File: src/rtl/spi_master_slave.sv
// ---------------------------------------------------------------------------
// spi_master_slave
//
// Independent SPI mode-0 (CPOL=0, CPHA=0, MSB first) master and slave halves
// sharing only the system clock and reset.
//
// Parameters
//   p_WORD_LEN : bits per SPI word for both halves (>= 2)
//   p_CLK_DIV  : i_clk cycles per o_sclk half-period (even, >= 4)
//
// Ports
//   i_clk, i_rst_n            : system clock (rising edge), async active-low reset
//   Master SPI                : i_miso in, o_sclk / o_mosi out
//   Master input method       : m_inp_data, m_inp_en in; m_inp_rdy out (idle)
//   Master output method      : m_out_data (last received word), m_out_rdy strobe
//   Slave SPI                 : i_sclk, i_mosi, i_ss (active-low) in; o_miso out
//   Slave input method        : s_inp_data, s_inp_en in; s_inp_rdy out
//   Slave output method       : s_out_data (last received word), s_out_rdy strobe
// ---------------------------------------------------------------------------
module spi_master_slave #(
  parameter int p_WORD_LEN = 8,
  parameter int p_CLK_DIV  = 10
) (
  input  logic                  i_clk,
  input  logic                  i_rst_n,
  // master half
  input  logic                  i_miso,
  output logic                  o_sclk,
  output logic                  o_mosi,
  input  logic [p_WORD_LEN-1:0] m_inp_data,
  input  logic                  m_inp_en,
  output logic                  m_inp_rdy,
  output logic [p_WORD_LEN-1:0] m_out_data,
  output logic                  m_out_rdy,
  // slave half
  input  logic                  i_sclk,
  input  logic                  i_mosi,
  input  logic                  i_ss,
  output logic                  o_miso,
  input  logic [p_WORD_LEN-1:0] s_inp_data,
  input  logic                  s_inp_en,
  output logic                  s_inp_rdy,
  output logic [p_WORD_LEN-1:0] s_out_data,
  output logic                  s_out_rdy
);

  localparam int DIV_W = $clog2(p_CLK_DIV);
  localparam int BIT_W = $clog2(p_WORD_LEN);
  localparam int CNT_W = $clog2(p_WORD_LEN + 1);
  localparam logic [DIV_W-1:0] DIV_LAST = DIV_W'(p_CLK_DIV - 1);
  localparam logic [BIT_W-1:0] BIT_LAST = BIT_W'(p_WORD_LEN - 1);
  localparam logic [CNT_W-1:0] CNT_FULL = CNT_W'(p_WORD_LEN);

  typedef enum logic [1:0] {
    IDLE     = 2'd0,
    TRANSFER = 2'd1,
    DONE     = 2'd2
  } m_state_e;

  // master state
  m_state_e              m_state_q, m_state_d;
  logic [p_WORD_LEN-1:0] m_shreg_q, m_shreg_d;
  logic [DIV_W-1:0]      m_div_q, m_div_d;
  logic [BIT_W-1:0]      m_bit_q, m_bit_d;
  logic                  m_sclk_q, m_sclk_d;
  logic                  m_mosi_q, m_mosi_d;
  logic                  m_miso_smp_q, m_miso_smp_d;
  logic [p_WORD_LEN-1:0] m_out_data_q, m_out_data_d;
  logic                  m_out_rdy_q, m_out_rdy_d;
  logic                  m_inp_rdy_q, m_inp_rdy_d;

  // slave state; sclk_sync keeps one extra stage for edge detection
  logic [2:0]            sclk_sync_q, sclk_sync_d;
  logic [1:0]            mosi_sync_q, mosi_sync_d;
  logic [1:0]            ss_sync_q, ss_sync_d;
  logic [p_WORD_LEN-1:0] s_shreg_q, s_shreg_d;
  logic [CNT_W-1:0]      s_cnt_q, s_cnt_d;
  logic                  s_cap_q, s_cap_d;
  logic [p_WORD_LEN-1:0] s_out_data_q, s_out_data_d;
  logic                  s_out_rdy_q, s_out_rdy_d;

  logic s_sclk_rise;
  logic s_sclk_fall;

  assign s_sclk_rise = sclk_sync_q[1] & ~sclk_sync_q[2];
  assign s_sclk_fall = ~sclk_sync_q[1] & sclk_sync_q[2];

  // Master: the divider runs only in TRANSFER; every p_CLK_DIV cycles sclk
  // toggles. Low->high samples MISO, high->low shifts it in and advances MOSI.
  always_comb begin
    m_state_d    = m_state_q;
    m_shreg_d    = m_shreg_q;
    m_div_d      = m_div_q;
    m_bit_d      = m_bit_q;
    m_sclk_d     = m_sclk_q;
    m_mosi_d     = m_mosi_q;
    m_miso_smp_d = m_miso_smp_q;
    m_out_data_d = m_out_data_q;
    m_out_rdy_d  = 1'b0;
    m_inp_rdy_d  = m_inp_rdy_q;
    case (m_state_q)
      IDLE: begin
        m_sclk_d = 1'b0;
        if (m_inp_en) begin
          m_shreg_d   = m_inp_data;
          m_mosi_d    = m_inp_data[p_WORD_LEN-1];
          m_div_d     = '0;
          m_bit_d     = '0;
          m_inp_rdy_d = 1'b0;
          m_state_d   = TRANSFER;
        end
      end
      TRANSFER: begin
        if (m_div_q == DIV_LAST) begin
          m_div_d  = '0;
          m_sclk_d = ~m_sclk_q;
          if (!m_sclk_q) begin
            m_miso_smp_d = i_miso;
          end else begin
            m_shreg_d = {m_shreg_q[p_WORD_LEN-2:0], m_miso_smp_q};
            m_mosi_d  = m_shreg_q[p_WORD_LEN-2];
            if (m_bit_q == BIT_LAST) begin
              m_out_data_d = {m_shreg_q[p_WORD_LEN-2:0], m_miso_smp_q};
              m_out_rdy_d  = 1'b1;
              m_state_d    = DONE;
            end else begin
              m_bit_d = m_bit_q + 1'b1;
            end
          end
        end else begin
          m_div_d = m_div_q + 1'b1;
        end
      end
      DONE: begin
        m_inp_rdy_d = 1'b1;
        m_state_d   = IDLE;
      end
      default: begin
        m_inp_rdy_d = 1'b1;
        m_state_d   = IDLE;
      end
    endcase
  end

  // Slave: a completed word (counter at p_WORD_LEN) is published before a
  // deselect is honoured, so a late SS rise never swallows a full word.
  // The shift register is not reloaded on completion, which gives the
  // daisy-chain pass-through behaviour.
  always_comb begin
    sclk_sync_d  = {sclk_sync_q[1:0], i_sclk};
    mosi_sync_d  = {mosi_sync_q[0], i_mosi};
    ss_sync_d    = {ss_sync_q[0], i_ss};
    s_shreg_d    = s_shreg_q;
    s_cnt_d      = s_cnt_q;
    s_cap_d      = s_cap_q;
    s_out_data_d = s_out_data_q;
    s_out_rdy_d  = 1'b0;
    if (s_cnt_q == CNT_FULL) begin
      s_cnt_d      = '0;
      s_out_data_d = s_shreg_q;
      s_out_rdy_d  = 1'b1;
    end else if (ss_sync_q[1]) begin
      s_cnt_d = '0;
    end else begin
      if (s_sclk_rise) begin
        s_cap_d = mosi_sync_q[1];
      end
      if (s_sclk_fall) begin
        s_shreg_d = {s_shreg_q[p_WORD_LEN-2:0], s_cap_q};
        s_cnt_d   = s_cnt_q + 1'b1;
      end
    end
    if (s_inp_en && (s_cnt_q == '0)) begin
      s_shreg_d = s_inp_data;
    end
  end

  // All state, both halves; the SS synchroniser resets to "deselected".
  always_ff @(posedge i_clk or negedge i_rst_n) begin
    if (!i_rst_n) begin
      m_state_q    <= IDLE;
      m_shreg_q    <= '0;
      m_div_q      <= '0;
      m_bit_q      <= '0;
      m_sclk_q     <= 1'b0;
      m_mosi_q     <= 1'b0;
      m_miso_smp_q <= 1'b0;
      m_out_data_q <= '0;
      m_out_rdy_q  <= 1'b0;
      m_inp_rdy_q  <= 1'b1;
      sclk_sync_q  <= '0;
      mosi_sync_q  <= '0;
      ss_sync_q    <= 2'b11;
      s_shreg_q    <= '0;
      s_cnt_q      <= '0;
      s_cap_q      <= 1'b0;
      s_out_data_q <= '0;
      s_out_rdy_q  <= 1'b0;
    end else begin
      m_state_q    <= m_state_d;
      m_shreg_q    <= m_shreg_d;
      m_div_q      <= m_div_d;
      m_bit_q      <= m_bit_d;
      m_sclk_q     <= m_sclk_d;
      m_mosi_q     <= m_mosi_d;
      m_miso_smp_q <= m_miso_smp_d;
      m_out_data_q <= m_out_data_d;
      m_out_rdy_q  <= m_out_rdy_d;
      m_inp_rdy_q  <= m_inp_rdy_d;
      sclk_sync_q  <= sclk_sync_d;
      mosi_sync_q  <= mosi_sync_d;
      ss_sync_q    <= ss_sync_d;
      s_shreg_q    <= s_shreg_d;
      s_cnt_q      <= s_cnt_d;
      s_cap_q      <= s_cap_d;
      s_out_data_q <= s_out_data_d;
      s_out_rdy_q  <= s_out_rdy_d;
    end
  end

  assign o_sclk     = m_sclk_q;
  assign o_mosi     = m_mosi_q;
  assign m_inp_rdy  = m_inp_rdy_q;
  assign m_out_data = m_out_data_q;
  assign m_out_rdy  = m_out_rdy_q;

  assign o_miso     = ~ss_sync_q[1] & s_shreg_q[p_WORD_LEN-1];
  assign s_inp_rdy  = (s_cnt_q == '0);
  assign s_out_data = s_out_data_q;
  assign s_out_rdy  = s_out_rdy_q;

endmodule

File: config.mk
export PLATFORM = sky130hd
export DESIGN_NAME = spi_master_slave
export DESIGN_NICKNAME = d
export VERILOG_FILES = /design/src/rtl/spi_master_slave.sv
export SDC_FILE = /design/constraint.sdc
export NUM_CORES = 1
export LEC_CHECK = 0
export BUFFER_PORTS_ARGS = -buffer_cell sky130_fd_sc_hd__clkbuf_2
export CORE_ASPECT_RATIO = 0.5
export CORE_MARGIN = 2
export CORE_UTILIZATION = 51
export DETAILED_ROUTE_END_ITERATION = 8
export PLACE_DENSITY = 0.79
export SLEW_MARGIN = 40
export SYNTH_ARGS = -nofsm -noshare
export SYNTH_HDL_FRONTEND = slang
export SYNTH_SLANG_ARGS = --single-unit
File: constraint.sdc
create_clock -name i_clk -period 2.05 [get_ports i_clk]
set_clock_uncertainty 0.05 [all_clocks]
set_input_delay 0.1025 -clock i_clk [delete_from_list [all_inputs] [get_ports i_clk]]
set_output_delay 0.1025 -clock i_clk [all_outputs]
set_load 0.05 [all_outputs]
==> reports/metrics.csv <==
metric;value;unit
clkLatencyLatePin;0.34;ns
antenna_found_initial;0;
rsz0062_at_grt;no;
crit_family;simple AND/OR/NAND/NOR gates;
synth_compound_area_frac;0.110;
reg2reg_from;s_cnt_q[0];
grt_util_met1;0.218;
h-tree-depth;3;
multi_input_area;1080;sq um
final_antenna_net_count;0;
cp.depth;6;
hold_path_class;primary input to register;
netlist_instances;229;
maxCapViolCount;0;
critPathSlowestCell;dfrtp_1;
netlist_area;2600;sq um
place.detailed.hpwl;3460;um
fin_setup_tns;0;ns
synth_xor_area_frac;0.00673;
seq_area_frac_synth;0.559;
path_class;register to register;
cts_tree;built;
crit_start;s_cnt_q[0];
die_w;105;um
end_kind;register;
postLayoutCoreUtil;0.657;
stdcell_count;373;
gr-usage-all-layers;0.189;
rrSetupSlack;0.18;ns
nFillCells;367;
net-switching-power;0.949;mW
final_nets;329;
drive_above_1_share;0.281;
core-area;4930;sq um
ys_types;42;
rows;18;
synth_simple_gate_area_share;0.198;
top_usage_layer;met2;
synth_nets;260;
clk_pin_slew;0.06;ns
clock-sinks;58;
use_met2;0.318;
cpPeakStageDelay;0.37;ns
path_buf_inv;2;
crit_fanout;9;
clk_path_buf_depth;2;
drt_iter0_markers;104;
powerDensity;963;nW/um^2
grt_pass1_wl;7930;um
num_vias;1955;
gr-total-overflow;0;
finalHoldViolCount;0;
dieArea;5730;sq um
endpoint;s_cap_q;
synth_edf_count;0;
peakVddDrop;0.460;mV
ys.flop_type;dfrtp_1;
ys_ff_latch;58;
seqPwrFrac;0.484;
io_buffers;46;
drtPass1Iterations;4;
period_share;0.910;
use_met3;0.0726;
diodes;0;
relSlewSlack;0.534;
cts_setup_buffers;0;
async_reset_ff_frac;1.00;
arrival;2.03;ns
start_util;0.528;
first_global_vias;1790;
placed_cells;344;
crit_path_start_kind;register;
post_cts_resized;0;
r2r_cells;6;
post-route-min-period;1.87;ns
crit_chain;inv_1 -> ha_1 -> nand3b_1 -> clkinv_1 -> nor4b_1 -> mux2_2;
setup_slack;0.185;ns
wirelength;5060;um
cp.required;2.22;ns
status;finished clean;
wl_per_cell;13.6;um
cts_root_buffer;clkbuf_8;
finalWeightedCongestion;0.811;
cts_buffers;9;
ff_latch_area;1460;sq um
synth-adder-area-share;0.0336;
fp.dieH;54.5;um
pin_count;47;
combinationalPowerShare;0.235;
slew_violations;0;
syn_area_per_cell;11.4;sq um
max_freq;536;MHz
setup_viol;0;
worstMarginPinSlew;0.699;ns
dp_slack;0.215;ns
area.growth.synth_to_final;24.4;%
reg2reg_to;s_cap_q;
drc_errors;0;
cts_hold_buf;13;
internal_power;2.17;mW
yosys_warnings;0;
power.leakage;1.62;nW
grt_max_degree;59;
synth_mux_area_frac;0.0663;
vias_per_cell;5.24;
pwr-share-clk;0.281;
p_total;3.12;mW
synth_top_family_by_area;simple AND/OR/NAND/NOR gates;
swShare;0.304;
-- placed cells by master, fill, tap and decap left out, drive strengths merged, types with 2 or more instances in the layout --
cell type    instances
nor2b                2
dfrtp               55
and3b                2
o211ai              12
dfstp                3
a2bb2oi              8
and3                 2
or4b                 4
clkinv               4
inv                  6
mux2i                6
nand2b               4
nand3                3
clkbuf              59
ha                   7
nor3                 2
o21ai               13
or4bb                6
or3b                 2
buf                  9
nand4bb              3
mux2                10
nor2                 6
o31ai                2
dlygate4sd3         13
nand2               44
nand3b               4
-- cell type report --
| type | count | share of cell area |
|---|---|---|
| Sequential cell | 58 | 0.449 |
| Timing Repair Buffer | 68 | 0.132 |
| Tap cell | 70 | 0.0270 |
| Clock buffer | 13 | 0.0460 |
| Inverter | 7 | 0.00811 |
| Clock inverter | 3 | 0.00464 |
| Multi-Input combinational cell | 154 | 0.333 |
-- cells by family (layout without fill, tap and decap cells) --
family	after synthesis	count (layout)
simple gates	89	89
flops	58	58
xor+xnor	2	2
buf+inv	17	91
mux	16	16
fa+ha+maj	7	7
compound gates	40	40
-- worst min path at each step --
stage | from | endpoint | slack [ns] | cells past startpoint
floorplan | i_rst_n | m_bit_q[0] | -0.24 | 0
global placement | i_ss | ss_sync_q[0] | 0.15 | 1
detailed placement | i_ss | ss_sync_q[0] | 0.15 | 1
CTS | m_inp_en | m_inp_rdy | 0.01 | 3
global route | m_inp_data[6] | m_shreg_q[6] | 0.03 | 3
finish | m_inp_en | m_inp_rdy | 0.03 | 3
-- power groups by stage --
stage / Combinational (mW) / Sequential [mW] / Clock, mW
floorplan: 0.474 / 1.55 / 0
global placement: 0.690 / 1.51 / 0
detailed placement: 0.714 / 1.53 / 0
CTS: 0.738 / 1.51 / 0.904
global route: 0.819 / 1.54 / 0.958
finish: 0.733 / 1.51 / 0.875
-- synth_stat cells (2+ instances only) --
master,number,share of area
nor2b_1,2,0.0048
dfrtp_1,55,0.53
nand3b_1,4,0.012
or4bb_1,6,0.026
nand3_1,3,0.0058
nand4bb_1,3,0.013
ha_1,7,0.034
nand2_1,44,0.063
inv_1,6,0.0086
o31ai_1,2,0.0058
mux2i_1,6,0.023
o21ai_2,2,0.0067
o211ai_1,12,0.035
o21ai_0,11,0.021
nand2b_1,4,0.0096
and3_1,2,0.0048
or4b_1,4,0.015
mux2_2,10,0.043
nor2_1,6,0.0086
and3b_1,2,0.0067
clkbuf_1,8,0.012
dfstp_2,3,0.030
a2bb2oi_1,8,0.027
-- per-layer routing --
layer  vias to the layer above  wire length [um]
li1                        954                 -
met1                       940              2290
met2                        50              2440
met3                        11               231
met4                         0               102
met5                         -                 0
-- through the flow --
stage | cell area [sq um] | hold WS (ns)
after floorplan | 2600 | -0.243
after global placement | 2940 | 0.151
after detailed placement | 2940 | 0.147
after CTS | 3240 | 0.0148
after global routing | 3240 | 0.0333
final | 3240 | 0.0256
-- flip-flops by register name (all words and copies together), names as in the netlist, 3 cells and up --
name         flops
m_div_q          4
s_out_data       8
m_out_data       8
sclk_sync_q      3
s_cnt_q          4
m_shreg_q        7
m_bit_q          3
s_shreg_q        8
-- tightest hold or removal path: stages --
cell	delay, ns
clkbuf_2	0.10
nand2b_1	0.07
a21o_1	0.11
(Power assumes the default switching activity.)
